===== src/rtl/display_shift_receiver_if.sv =====
// Serial display link as seen by the loopback receiver: five link lines in,
// latched frame image and commit strobes out.
interface display_shift_receiver_if #(
    parameter int NUM_DIGITS = 6,
    parameter int SEG_BITS   = 8
);
    logic                         all_nrst;
    logic                         control_reg_clk;
    logic                         all_bit_clk;
    logic                         control_data_ser;
    logic                         digit_data_ser;
    logic [SEG_BITS-1:0]          seg_latched;
    logic [NUM_DIGITS-1:0]        digit_sel_latched;
    logic [NUM_DIGITS*SEG_BITS-1:0] digit_mem_out;
    logic                         frame_valid;
    logic                         frame_err;

    modport master (
        output all_nrst, control_reg_clk, all_bit_clk, control_data_ser, digit_data_ser,
        input  seg_latched, digit_sel_latched, digit_mem_out, frame_valid, frame_err
    );

    modport slave (
        input  all_nrst, control_reg_clk, all_bit_clk, control_data_ser, digit_data_ser,
        output seg_latched, digit_sel_latched, digit_mem_out, frame_valid, frame_err
    );
endinterface


===== src/rtl/display_shift_receiver.sv =====
// Oversampling receiver for the display shift-register link; reproduces what the
// external board latches and keeps a per-digit segment image.
//
// state | meaning
// IDLE  | link reset (synchronized all_nrst low); everything held clear
// RUN   | link active; shift on bit_clk rise, then commit on reg_clk rise
module display_shift_receiver #(
    parameter int NUM_DIGITS = 6,
    parameter int SEG_BITS   = 8,
    parameter int FRAME_BITS = 8
) (
    input  logic g_clk,
    input  logic g_rst,
    display_shift_receiver_if.slave bus
);
    localparam int CNT_W = $clog2(FRAME_BITS + 2);

    typedef enum logic {IDLE, RUN} state_t;

    state_t state, state_nxt;

    // pin order: {nrst, reg_clk, bit_clk, ctl, digit}
    logic [4:0] sync1, sync2;
    logic       prev_bit, prev_reg;
    logic       nrst_s, bit_rise, reg_rise;

    logic [SEG_BITS-1:0]   seg_sr, seg_next, seg_latched;
    logic [NUM_DIGITS-1:0] ctl_sr, ctl_next, digit_sel_latched;
    logic [CNT_W-1:0]      bit_cnt, cnt_next;
    logic [SEG_BITS-1:0]   digit_mem [NUM_DIGITS];
    logic [NUM_DIGITS*SEG_BITS-1:0] mem_flat;
    logic frame_valid, frame_err;
    logic do_clear, do_shift, do_commit;
    logic multi_sel, seen_sel, frame_bad;

    always_ff @(posedge g_clk) begin
        if (g_rst) begin
            sync1    <= '0;
            sync2    <= '0;
            prev_bit <= 1'b0;
            prev_reg <= 1'b0;
        end else begin
            sync1    <= {bus.all_nrst, bus.control_reg_clk, bus.all_bit_clk,
                         bus.control_data_ser, bus.digit_data_ser};
            sync2    <= sync1;
            prev_bit <= sync2[2];
            prev_reg <= sync2[3];
        end
    end

    assign nrst_s   = sync2[4];
    assign bit_rise = sync2[2] & ~prev_bit;
    assign reg_rise = sync2[3] & ~prev_reg;

    always_ff @(posedge g_clk) begin
        if (g_rst) state <= IDLE;
        else       state <= state_nxt;
    end

    always_comb begin
        state_nxt = state;
        do_clear  = 1'b0;
        do_shift  = 1'b0;
        do_commit = 1'b0;
        case (state)
            IDLE: begin
                do_clear = 1'b1;
                if (nrst_s) state_nxt = RUN;
            end
            RUN: begin
                if (!nrst_s) begin
                    do_clear  = 1'b1;
                    state_nxt = IDLE;
                end else begin
                    do_shift  = bit_rise;
                    do_commit = reg_rise;
                end
            end
            default: state_nxt = IDLE;
        endcase
    end

    // Shift is resolved first so a coincident commit sees the post-shift frame.
    always_comb begin
        seg_next  = seg_sr;
        ctl_next  = ctl_sr;
        cnt_next  = bit_cnt;
        multi_sel = 1'b0;
        seen_sel  = 1'b0;
        if (do_shift) begin
            seg_next = {seg_sr[SEG_BITS-2:0], sync2[0]};
            ctl_next = {ctl_sr[NUM_DIGITS-2:0], sync2[1]};
            if (bit_cnt != '1) cnt_next = bit_cnt + 1'b1;
        end
        for (int k = 0; k < NUM_DIGITS; k++) begin
            if (ctl_next[k]) begin
                if (seen_sel) multi_sel = 1'b1;
                seen_sel = 1'b1;
            end
        end
        frame_bad = (cnt_next != CNT_W'(FRAME_BITS)) || multi_sel;
    end

    always_ff @(posedge g_clk) begin
        if (g_rst || do_clear) begin
            seg_sr            <= '0;
            ctl_sr            <= '0;
            bit_cnt           <= '0;
            seg_latched       <= '0;
            digit_sel_latched <= '0;
            frame_valid       <= 1'b0;
            frame_err         <= 1'b0;
            for (int k = 0; k < NUM_DIGITS; k++) digit_mem[k] <= '0;
        end else begin
            seg_sr      <= seg_next;
            ctl_sr      <= ctl_next;
            bit_cnt     <= do_commit ? '0 : cnt_next;
            frame_valid <= do_commit;
            frame_err   <= do_commit & frame_bad;
            if (do_commit) begin
                seg_latched       <= seg_next;
                digit_sel_latched <= ctl_next;
                // blank (all-zero) selects write nothing; errored frames never write
                if (!frame_bad) begin
                    for (int k = 0; k < NUM_DIGITS; k++)
                        if (ctl_next[k]) digit_mem[k] <= seg_next;
                end
            end
        end
    end

    always_comb begin
        mem_flat = '0;
        for (int k = 0; k < NUM_DIGITS; k++)
            mem_flat[k*SEG_BITS +: SEG_BITS] = digit_mem[k];
    end

    assign bus.seg_latched       = seg_latched;
    assign bus.digit_sel_latched = digit_sel_latched;
    assign bus.digit_mem_out     = mem_flat;
    assign bus.frame_valid       = frame_valid;
    assign bus.frame_err         = frame_err;
endmodule


===== src/flat_wrapper.sv =====
// flat-port wrapper written by rule: the top's interface ports become plain ports
module display_shift_receiver_flat 
#(
    parameter int NUM_DIGITS = 6,
    parameter int SEG_BITS   = 8,
    parameter int FRAME_BITS = 8
)
  (g_clk, g_rst, bus_all_nrst, bus_control_reg_clk, bus_all_bit_clk, bus_control_data_ser, bus_digit_data_ser, bus_seg_latched, bus_digit_sel_latched, bus_digit_mem_out, bus_frame_valid, bus_frame_err);
  display_shift_receiver_if #(.NUM_DIGITS(NUM_DIGITS), .SEG_BITS(SEG_BITS)) bus_i ();
  input  logic g_clk;
  input  logic g_rst;
  input wire logic [$bits(bus_i.all_nrst)-1:0] bus_all_nrst;
  input wire logic [$bits(bus_i.control_reg_clk)-1:0] bus_control_reg_clk;
  input wire logic [$bits(bus_i.all_bit_clk)-1:0] bus_all_bit_clk;
  input wire logic [$bits(bus_i.control_data_ser)-1:0] bus_control_data_ser;
  input wire logic [$bits(bus_i.digit_data_ser)-1:0] bus_digit_data_ser;
  output wire logic [$bits(bus_i.seg_latched)-1:0] bus_seg_latched;
  output wire logic [$bits(bus_i.digit_sel_latched)-1:0] bus_digit_sel_latched;
  output wire logic [$bits(bus_i.digit_mem_out)-1:0] bus_digit_mem_out;
  output wire logic [$bits(bus_i.frame_valid)-1:0] bus_frame_valid;
  output wire logic [$bits(bus_i.frame_err)-1:0] bus_frame_err;
  assign bus_i.all_nrst = bus_all_nrst;
  assign bus_i.control_reg_clk = bus_control_reg_clk;
  assign bus_i.all_bit_clk = bus_all_bit_clk;
  assign bus_i.control_data_ser = bus_control_data_ser;
  assign bus_i.digit_data_ser = bus_digit_data_ser;
  assign bus_seg_latched = bus_i.seg_latched;
  assign bus_digit_sel_latched = bus_i.digit_sel_latched;
  assign bus_digit_mem_out = bus_i.digit_mem_out;
  assign bus_frame_valid = bus_i.frame_valid;
  assign bus_frame_err = bus_i.frame_err;
  display_shift_receiver #(.NUM_DIGITS(NUM_DIGITS), .SEG_BITS(SEG_BITS), .FRAME_BITS(FRAME_BITS)) u_core (.g_clk(g_clk), .g_rst(g_rst), .bus(bus_i));
endmodule

===== config.mk =====
export PLATFORM = sky130hd
export DESIGN_NAME = display_shift_receiver_flat
export DESIGN_NICKNAME = d
export VERILOG_FILES = /design/src/rtl/display_shift_receiver_if.sv /design/src/rtl/display_shift_receiver.sv /design/src/flat_wrapper.sv
export SDC_FILE = /design/constraint.sdc
export NUM_CORES = 1
export LEC_CHECK = 0
export BUFFER_PORTS_ARGS = -buffer_cell sky130_fd_sc_hd__buf_2
export CAP_MARGIN = 30
export CORE_MARGIN = 5
export CORE_UTILIZATION = 49
export CTS_CLUSTER_SIZE = 40
export DETAILED_ROUTE_END_ITERATION = 16
export PLACE_DENSITY = 0.77
export SYNTH_ARGS = -nofsm -noshare
export SYNTH_HDL_FRONTEND = slang
export SYNTH_SLANG_ARGS = --single-unit

===== constraint.sdc =====
create_clock -name g_clk -period 2.7 [get_ports g_clk]
set_clock_uncertainty 0.05 [all_clocks]
set_input_delay 0.27 -clock g_clk [delete_from_list [all_inputs] [get_ports g_clk]]
set_output_delay 0.27 -clock g_clk [all_outputs]
set_load 0.02 [all_outputs]

==> impl_metrics.tcl, run 1 <==
set metrics [dict create \
    rows 31 \
    postCtsSetupRepairBufs 0 \
    rsz0062_at_grt "false" \
    dieArea_sq_um 9172 \
    path_clk_slew_ps 90 \
    timing.fmax_mhz 395.7 \
    hp-class "in2reg" \
    period_minus_slack_ps 2527 \
    status "completed" \
    nFillCells 606 \
    leakage_uw 0.001887 \
    final_common_cell "buf_2" \
    drtAntennaViolNets 0 \
    ys_seq_elements 95 \
    cp-end-kind "flip-flop" \
    num_io_pins 71 \
    syn-instance-count 296 \
    met2_length_mm 3.733 \
    top_layer_used "met4" \
    grt_pass1_wl_mm 11.50 \
    insertedDiodeCount 0 \
    synth_top_family_by_area "simple AND/OR/NAND/NOR gates" \
    dp_hpwl_mm 5.346 \
    avgSynthCellArea_sq_um 12.18 \
    yosysWarnings 0 \
    clk_path_buf_depth 2 \
    cts.sinks 95 \
    startpoint_type "flip-flop" \
    final_area_sq_um 4333 \
    drt_iter0_markers 141 \
    largest-register "u_core.digit_mem" \
    first_pass_iters 4 \
    setup_viol 0 \
    synth_cell_type_count 36 \
    area_growth_pct 20.20 \
    worstSetupPathType "reg2reg" \
    setup-tns-final_ps 0 \
    track_usage_pct 16.89 \
    vias_per_cell 5.016 \
    hold_violations 0 \
    wl_per_cell_microns 15.20 \
    drive_above_1_share_pct 30.57 \
    critPathMaxFanout 8 \
    final_cell_mix "buf_2, nor2_1, edfxtp_1" \
    critPathRequiredTime_ps 2680 \
    htreeDepth 3 \
    ys_seq_area_share_pct 66.09 \
    ctsHoldBuffers 0 \
    drv_cap 0 \
    synth_compound_area_share_pct 7.081 \
    clock_latency_ps 350 \
    largestRegisters "u_core.digit_mem: 48 flops, u_core.bus.seg_latched: 8 flops, u_core.seg_sr: 8 flops" \
    placed_cell_area_sq_um 4133 \
    multi_input_area_sq_um 1145 \
    post_synth_fa_ha_maj_area_fraction_pct 0.9025 \
    min_period_over_period_pct 93.61 \
    power.total_uw 2446 \
    largest_register_ffs 48 \
    synth_fp_nets 304 \
    synth_mux_area_share_pct 5.970 \
    synthXorXnorAreaFrac_pct 0.2430 \
    final_nets 389 \
    yosys.area_share.simple_pct 17.29 \
    initial_core_util_pct 49.97 \
    port_buffers 70 \
    syn_area_sq_um 3605 \
    cts_tree "done" \
    register_area_sq_um 2382 \
    cp.arrival_ps 2500 \
    grt-ovfl-total 0 \
    power_density_nw_per_um2 564.4 \
    first_global_vias 2383 \
    grt_antenna_before_repair 0 \
    wl_met1_mm 3.084 \
    die_w_microns 95.77 \
    worst-slew-pin-transition_ps 528.6 \
    slew_headroom_pct 64.67 \
    drc 0 \
    gp_congestion 0.8555 \
    peakVddDrop_v 0.0002962 \
    core_sq_um 7214 \
    ctsResizeCount 0 \
    grt_max_degree 18 \
    vias 2433 \
    wl_met3_microns 459 \
    drt_wl_total_mm 7.371 \
    root_buffer "clkbuf_8" \
    maxSlewViolCount 0 \
    fp.dieH_microns 95.77 \
    cts-buffers-inserted 9 \
]
## metrics by stage
| stage | instances | util [%] | setup WS [ps] | hold slack (ps) |
|---|---|---|---|---|
| finish | 485 | 60.06 | 172.6 | 66.43 |
| global route | 485 | 60.06 | 33.23 | 58.80 |
| CTS | 485 | 59.95 | 127.7 | 52.61 |
| detailed placement | 469 | 57.28 | 144.3 | 386.1 |
| global placement | 469 | 57.28 | 206.4 | 371.3 |
| floorplan | 296 | - | 8.636 | 291.6 |
## cell type report
type / instances / area share, %
timing repair buffer: 82 / 10.16
clock inverter: 7 / 1.588
clock buffer: 9 / 2.859
multi-input combinational: 180 / 26.42
inverter: 13 / 1.126
sequential: 95 / 54.98
tap: 99 / 2.859
## metal layers
metal	global-route usage [%]	up-vias
met4	8.412	0
met2	27.27	84
met3	2.346	7
met1	22.34	1154
li1	-	1188
met5	0	-
## final timing paths
check,from,to,slack (ps),cells after the start
worst max-delay path,u_core.bit_cnt[0]$_SDFF_PP0_,u_core.digit_mem[0][8]$_SDFFCE_PN0P_,170,7
worst min-delay path,bus_control_data_ser,u_core.sync1[1]$_SDFF_PP0_,70,2
worst max register to register,u_core.bit_cnt[0]$_SDFF_PP0_,u_core.digit_mem[0][8]$_SDFFCE_PN0P_,170,7
worst min register to register,u_core.sync1[2]$_SDFF_PP0_,u_core.sync2[2]$_SDFF_PP0_,400,1
## worst max-delay path, cell delays in order, from the launching register on
cell and delay [ps]:
dfxtp_1 440, ha_1 310, nand2b_1 100, or4_4 440, a211oi_4 200, buf_4 210
o2111ai_4 140, nand2_1 300
## power breakdown
part / leakage (uW) / switching, uW / internal, uW / total [uW]
combinational: 0.000816 / 12.6 / 10.3 / 22.9
clock: 0.0000991 / 481 / 429 / 909
sequential: 0.000972 / 4.21 / 1510 / 1510
total: 0.00189 / 498 / 1950 / 2450
## Yosys cell counts
cell       number  share of area [%]
clkbuf_1        6               0.62
or3_1           1               0.17
and2_1          1               0.17
nand4_1         1               0.17
ha_1            1               0.35
nor2_1         59                6.1
nand3b_1        1               0.21
a31oi_1         3               0.52
nand2_1        25                2.6
a2111oi_4       1               0.76
and4b_1         1               0.28
mux2i_1        17                4.7
edfxtp_1       48                 40
nand4_2         2               0.69
xnor2_1         1               0.24
o21ai_0        14                1.9
dfxtp_1        47                 26
mux2_2          4                1.2
buf_6           1               0.31
o211ai_2        1               0.35
o32a_1          1               0.28
nor2b_1        14                2.4
maj3_1          2               0.56
nand3_2         1               0.28
or2_2           2               0.35
nand4b_2        1               0.42
o2111ai_4       3                2.2
buf_2           1               0.14
a211oi_4        1               0.56
nor3_1          7               0.97
or4_4           1               0.31
a211oi_2        1               0.35
inv_1          13                1.4
a21oi_1         1               0.14
nand2b_1       11                1.9
nor4_1          1               0.17
## cell families (layout without fill, tap and decap cells)
logic type / after synthesis / after routing
xor gates and xnor gates: 1 / 1
AOI/OAI and AO/OA: 26 / 26
buffers and inverters: 21 / 111
adders and majority gates: 3 / 3
DFF: 95 / 95
and+or+nand+nor: 129 / 129
muxes: 21 / 21
No activity file was read; power rests on OpenSTA's default activity.
==> run 2, diff against run 1 <==
--- a/config.mk
+++ b/config.mk
@@ -7,11 +7,13 @@
 export LEC_CHECK = 0
 export BUFFER_PORTS_ARGS = -buffer_cell sky130_fd_sc_hd__buf_2
 export CAP_MARGIN = 30
+export CORE_ASPECT_RATIO = 1.1
 export CORE_MARGIN = 5
 export CORE_UTILIZATION = 49
 export CTS_CLUSTER_SIZE = 40
 export DETAILED_ROUTE_END_ITERATION = 16
 export PLACE_DENSITY = 0.77
+export SETUP_SLACK_MARGIN = 0.3
 export SYNTH_ARGS = -nofsm -noshare
 export SYNTH_HDL_FRONTEND = slang
 export SYNTH_SLANG_ARGS = --single-unit
==> run 2 against run 1 <==
Clock-buffer cell count is the same. Sequential power is essentially flat. Total power grew 2.6%. Cell area grew 3.7%. Utilization grew 3.3 points. Hold slack gained 0.99 ps. Non-clock buffer count grew 5. Die area is essentially flat. Clock power grew 6.9%. Critical path type unchanged. Largest cell class unchanged. Largest power group unchanged. Highest routed layer unchanged.
==> impl_metrics.tcl, run 2 (synthesis gave the netlist of run 1 again) <==
set metrics [dict create \
    min_period_over_period_pct 86.47 \
    cts_tree "done" \
    whs_endpoint "u_core.sync1[2]$_SDFF_PP0_" \
    startpoint_type "flip-flop" \
    core_sq_um 7087 \
    slowest_stage "or4_4" \
    drt_wl_total_mm 7.422 \
    initial_core_util_pct 50.87 \
    gp_congestion 0.8588 \
    worst_slack_ps 365.3 \
    stdcell_count 476 \
    vias_per_cell 5.126 \
    cp.arrival_ps 2370 \
    cp.buffers_inverters 1 \
    crit_family "simple AND/OR/NAND/NOR gates" \
    clock_latency_ps 360 \
    holdPathStages 2 \
    power.total_uw 2508 \
    dpl.cell_count 450 \
    worst_r2r_endpoint "u_core.digit_mem[0][35]$_SDFFCE_PN0P_" \
    grt_antenna_before_repair 0 \
    die_w_microns 91.78 \
    num_io_pins 71 \
    largestRegisters "u_core.digit_mem: 48 flops, u_core.bus.seg_latched: 8 flops, u_core.seg_sr: 8 flops" \
    root_buffer "clkbuf_8" \
    insertedDiodeCount 0 \
    largest_register_ffs 48 \
    wl_per_cell_microns 15.59 \
    largest-register "u_core.digit_mem" \
    first_global_vias 2374 \
    cts-buffers-inserted 9 \
    vias 2440 \
    period_minus_slack_ps 2335 \
    path_clk_slew_ps 100 \
    setup_viol 0 \
    htreeDepth 3 \
    critPathRequiredTime_ps 2730 \
    cp.depth 7 \
    r2r_start "u_core.bit_cnt[1]$_SDFF_PP0_" \
    power_density_nw_per_um2 558.2 \
    grt_max_degree 19 \
    path_cells "ha_4 > nand2b_1 > or4_4 > a211oi_4 > buf_6 > nand3_2 > nand2_4" \
    hold_violations 0 \
    rows 32 \
    fp.dieH_microns 99.96 \
    drtAntennaViolNets 0 \
    ff2ff_path_depth 7 \
    holdWs_ps 67.42 \
    final_common_cell "buf_2" \
    rsz0062_at_grt "true" \
    status "completed" \
    timing.fmax_mhz 428.3 \
    slew_headroom_pct 60.76 \
    worst-slew-pin-transition_ps 572.2 \
    leakage_uw 0.001962 \
    drc 0 \
    pre_cts_ws_ps 246.5 \
    maxSlewViolCount 0 \
    dp_hpwl_mm 5.413 \
    peakVddDrop_v 0.0004359 \
    worstSetupPathType "reg2reg" \
    drv_cap 0 \
    cp-end-kind "flip-flop" \
    clk_path_buf_depth 2 \
    final_nets 394 \
    drive_above_1_share_pct 34.78 \
    r2r_slack_ps 370 \
    setup-tns-final_ps 0 \
    cts.sinks 95 \
    max_stage_delay_ps 540 \
    grt-ovfl-total 0 \
    crit_start "u_core.bit_cnt[1]$_SDFF_PP0_" \
    grt_pass1_wl_mm 11.95 \
    track_usage_pct 16.84 \
    first_pass_iters 4 \
    dieArea_sq_um 9174 \
    port_buffers 70 \
    area_growth_pct 24.64 \
    hp-class "in2reg" \
    critPathMaxFanout 9 \
    final_cell_mix "buf_2, nor2_1, edfxtp_1" \
    worstHoldStart "bus_all_bit_clk" \
    drt_iter0_markers 96 \
]
-- run 2: cell count changes in the layout (fill, tap and decap cells not counted), sizes merged --
cell      delta
buf          +5
clkinv       -3
clkinvlp     +1
inv          +2
-- run 2: worst reg2reg max path, cell delays in order (launching register included) --
cell and delay [ps]:
dfxtp_4 370, ha_4 160, nand2b_1 70, or4_4 540
a211oi_4 250, buf_6 190, nand3_2 220, nand2_4 210
-- run 2: worst max-delay path by stage --
stage                                                        to  slack (ps)
final                     u_core.digit_mem[0][35]$_SDFFCE_PN0P_         370
after global routing      u_core.digit_mem[0][34]$_SDFFCE_PN0P_         260
after CTS                 u_core.digit_mem[0][34]$_SDFFCE_PN0P_         320
after detailed placement   u_core.digit_mem[0][9]$_SDFFCE_PN0P_         250
after global placement     u_core.digit_mem[0][9]$_SDFFCE_PN0P_         320
after floorplan            u_core.digit_mem[0][0]$_SDFFCE_PN0P_         220
-- run 2: power by group --
part	total, uW	switching, uW	internal [uW]	leakage [uW]
Sequential	1510	4.75	1510	0.000975
Clock	972	524	449	0.000104
Combinational	23.4	12.8	10.6	0.000883
-- run 2: layout make-up --
type	instances	area [sq um]
fill	546	2594
multi-input combinational	180	1240
inverter	13	48.80
timing repair buffer	87	494.2
clock inverter	7	86.33
tap	85	106.4
sequential	95	2394
clock buffer	9	123.9
-- run 2: metal layers --
layer	GRT usage [%]	up-vias	wire length [microns]
met5	0	-	0
met2	28.16	88	3592
li1	-	1194	-
met3	4.048	12	506
met4	6.743	0	127
met1	21.16	1146	3196
-- run 2: what timing repair did --
action | CTS | global route
setup buffers | 3 | 7
hold buffers | 0 | 0
resized for setup | 1 | 3
endpoints found under the setup margin | 40 | 48
pin swaps | 2 | 2
-- run 2: through the flow --
| stage | util (%) | area [sq um] |
|---|---|---|
| after detailed placement | 59.00 | 4182 |
| after global routing | 63.40 | 4493 |
| after CTS | 62.52 | 4431 |
| final | 63.40 | 4493 |
| after global placement | 59.00 | 4182 |
| after floorplan | - | 3710 |
==> run 3, diff against run 2 <==
--- a/config.mk
+++ b/config.mk
@@ -7,12 +7,12 @@
 export LEC_CHECK = 0
 export BUFFER_PORTS_ARGS = -buffer_cell sky130_fd_sc_hd__buf_2
 export CAP_MARGIN = 30
-export CORE_ASPECT_RATIO = 1.1
 export CORE_MARGIN = 5
-export CORE_UTILIZATION = 49
+export CORE_UTILIZATION = 51
+export CTS_BUF_LIST = sky130_fd_sc_hd__clkbuf_8
 export CTS_CLUSTER_SIZE = 40
 export DETAILED_ROUTE_END_ITERATION = 16
-export PLACE_DENSITY = 0.77
+export PLACE_DENSITY = 0.8
 export SETUP_SLACK_MARGIN = 0.3
 export SYNTH_ARGS = -nofsm -noshare
 export SYNTH_HDL_FRONTEND = slang
==> run 3 against run 2 <==
Wire length is 4.0% higher. Largest power group unchanged. Setup slack hardly changed. Die area is 3.5% lower. Sequential share of layout area fell by 0.82 points. Non-clock buffer count is 9 higher. Critical endpoint is now u_core.digit_mem[0][13]$_SDFFCE_PN0P_.
==> impl_metrics.tcl, run 3 (synthesis gave the netlist of run 1 again) <==
set metrics [dict create \
    status "completed" \
    swShare_pct 20.96 \
    period_minus_slack_ps 2335 \
    fp.dieH_microns 94.07 \
    clk_path_buf_depth 2 \
    cp-end-kind "flip-flop" \
    dp_hpwl_mm 5.370 \
    p_comb_share_pct 1.0 \
    grt_antenna_before_repair 0 \
    slew_headroom_pct 62.12 \
    htreeDepth 3 \
    area_growth_pct 26.59 \
    grt_pass1_wl_mm 12.23 \
    drt_iter0_markers 153 \
    largest-register "u_core.digit_mem" \
    wl_per_cell_microns 15.56 \
    p_int_uw 1956 \
    r2r_slack_ps 360 \
    final_cell_mix "buf_2, nor2_1, edfxtp_1" \
    seqPwrFrac_pct 61.1 \
    drt_wl_total_mm 7.717 \
    largestRegisters "u_core.digit_mem: 48 flops, u_core.bus.seg_latched: 8 flops, u_core.seg_sr: 8 flops" \
    clock_power_share_pct 37.9 \
    port_buffers 70 \
    first_pass_iters 5 \
    insertedDiodeCount 0 \
    leakage_uw 0.001996 \
    setup-tns-final_ps 0 \
    setup_viol 0 \
    gp_congestion 0.7720 \
    core_sq_um 6832 \
    worstSetupPathType "reg2reg" \
    drtAntennaViolNets 0 \
    initial_core_util_pct 52.77 \
    grt_max_degree 18 \
    critPathMaxFanout 9 \
    startpoint_type "flip-flop" \
    drv_cap 0 \
    rsz0062_at_grt "false" \
    path_clk_slew_ps 90 \
    final_common_cell "buf_2" \
    cts.sinks 95 \
    largest_register_ffs 48 \
    track_usage_pct 17.94 \
    grt-ovfl-total 0 \
    final_nets 403 \
    hp-class "in2reg" \
    rows 30 \
    power_density_nw_per_um2 542.4 \
    critPathRequiredTime_ps 2710 \
    first_global_vias 2431 \
    cts-buffers-inserted 9 \
    root_buffer "clkbuf_8" \
    clock_latency_ps 350 \
    cts_tree "done" \
    hold_violations 0 \
    drive_above_1_share_pct 35.75 \
    worst_slack_ps 364.9 \
    min_period_over_period_pct 86.48 \
    peakVddDrop_v 0.0004660 \
    worst-slew-pin-transition_ps 552.4 \
    pre_cts_ws_ps 213.7 \
    timing.fmax_mhz 428.3 \
    dieArea_sq_um 8849 \
    drc 0 \
    ctsHoldBuffers 0 \
    vias_per_cell 5.143 \
    num_io_pins 71 \
    vias 2551 \
    die_w_microns 94.07 \
    p_sw_uw 518.7 \
    maxSlewViolCount 0 \
    cp.arrival_ps 2340 \
]
run 3: changes by cell type in the layout (fill, tap and decap cells not counted):
cell	delta
buf_4	+8
buf_6	+1
clkinv_4	-1
clkinvlp_4	+1
inv_1	+1
inv_8	-1
nor4_1	+1
nor4_2	-1
run 3: per-stage QoR:
stage          utilization [%]  total power [uW]  cells  hold WS, ps  area [sq um]
4_1_cts                  65.38              2488    484        64.59          4467
2_1_floorplan                -              1560    296        284.2          3710
6_report                 66.79              2475    496        77.57          4563
5_1_grt                  66.79              2561    496        64.77          4563
3_5_place_dp             61.63              1571    463        376.2          4210
3_3_place_gp             61.63              1570    463        370.1          4210
run 3: cell type report:
| cell class | instances | area (sq um) |
|---|---|---|
| inverter | 13 | 48.80 |
| timing repair buffer | 96 | 565.5 |
| multi-input combinational | 180 | 1234 |
| clock inverter | 7 | 77.57 |
| clock buffer | 9 | 123.9 |
| tap | 96 | 120.1 |
| fill | 517 | 2268 |
| sequential | 95 | 2394 |
run 3: path summary, 6_finish.rpt:
path | startpoint | endpoint | cells after the start
worst max-delay path | u_core.state$_SDFF_PP0_ | u_core.digit_mem[0][13]$_SDFFCE_PN0P_ | 6
worst min-delay path | bus_digit_data_ser | u_core.sync1[0]$_SDFF_PP0_ | 2
worst max register to register | u_core.state$_SDFF_PP0_ | u_core.digit_mem[0][13]$_SDFFCE_PN0P_ | 6
worst min register to register | u_core.sync1[3]$_SDFF_PP0_ | u_core.sync2[3]$_SDFF_PP0_ | 1
run 3: what timing repair did:
action / in CTS / in global routing
pin swaps: 3 / 8
gates resized for setup: 2 / 2
hold endpoints to repair: 0 / 0
setup buffers: 5 / 12
setup endpoints to repair: 32 / 40
run 3: power by group through the flow:
stage               Clock [uW]  Combinational, uW  Sequential, uW
floorplan                    0               11.4            1550
global placement             0               23.3            1550
detailed placement           0               23.7            1550
CTS                        951               23.8            1510
global route              1020               25.9            1510
finish                     939               23.5            1510
run 3: worst max-delay path, cell delays in order, from the launching register on:
cell and delay, ps:
dfxtp_2 380, and4b_2 320, mux2_2 410, a211oi_4 270, buf_4 210, o2111ai_4 220
nand2_4 190
run 3: layer usage:
metal | up-vias | part of all wire, % | track usage, %
met5 | - | 0 | 0
met4 | 0 | 1.8 | 6.258
met3 | 12 | 6.3 | 4.968
met2 | 97 | 50 | 28.33
met1 | 1224 | 42 | 23.76
li1 | 1218 | - | -
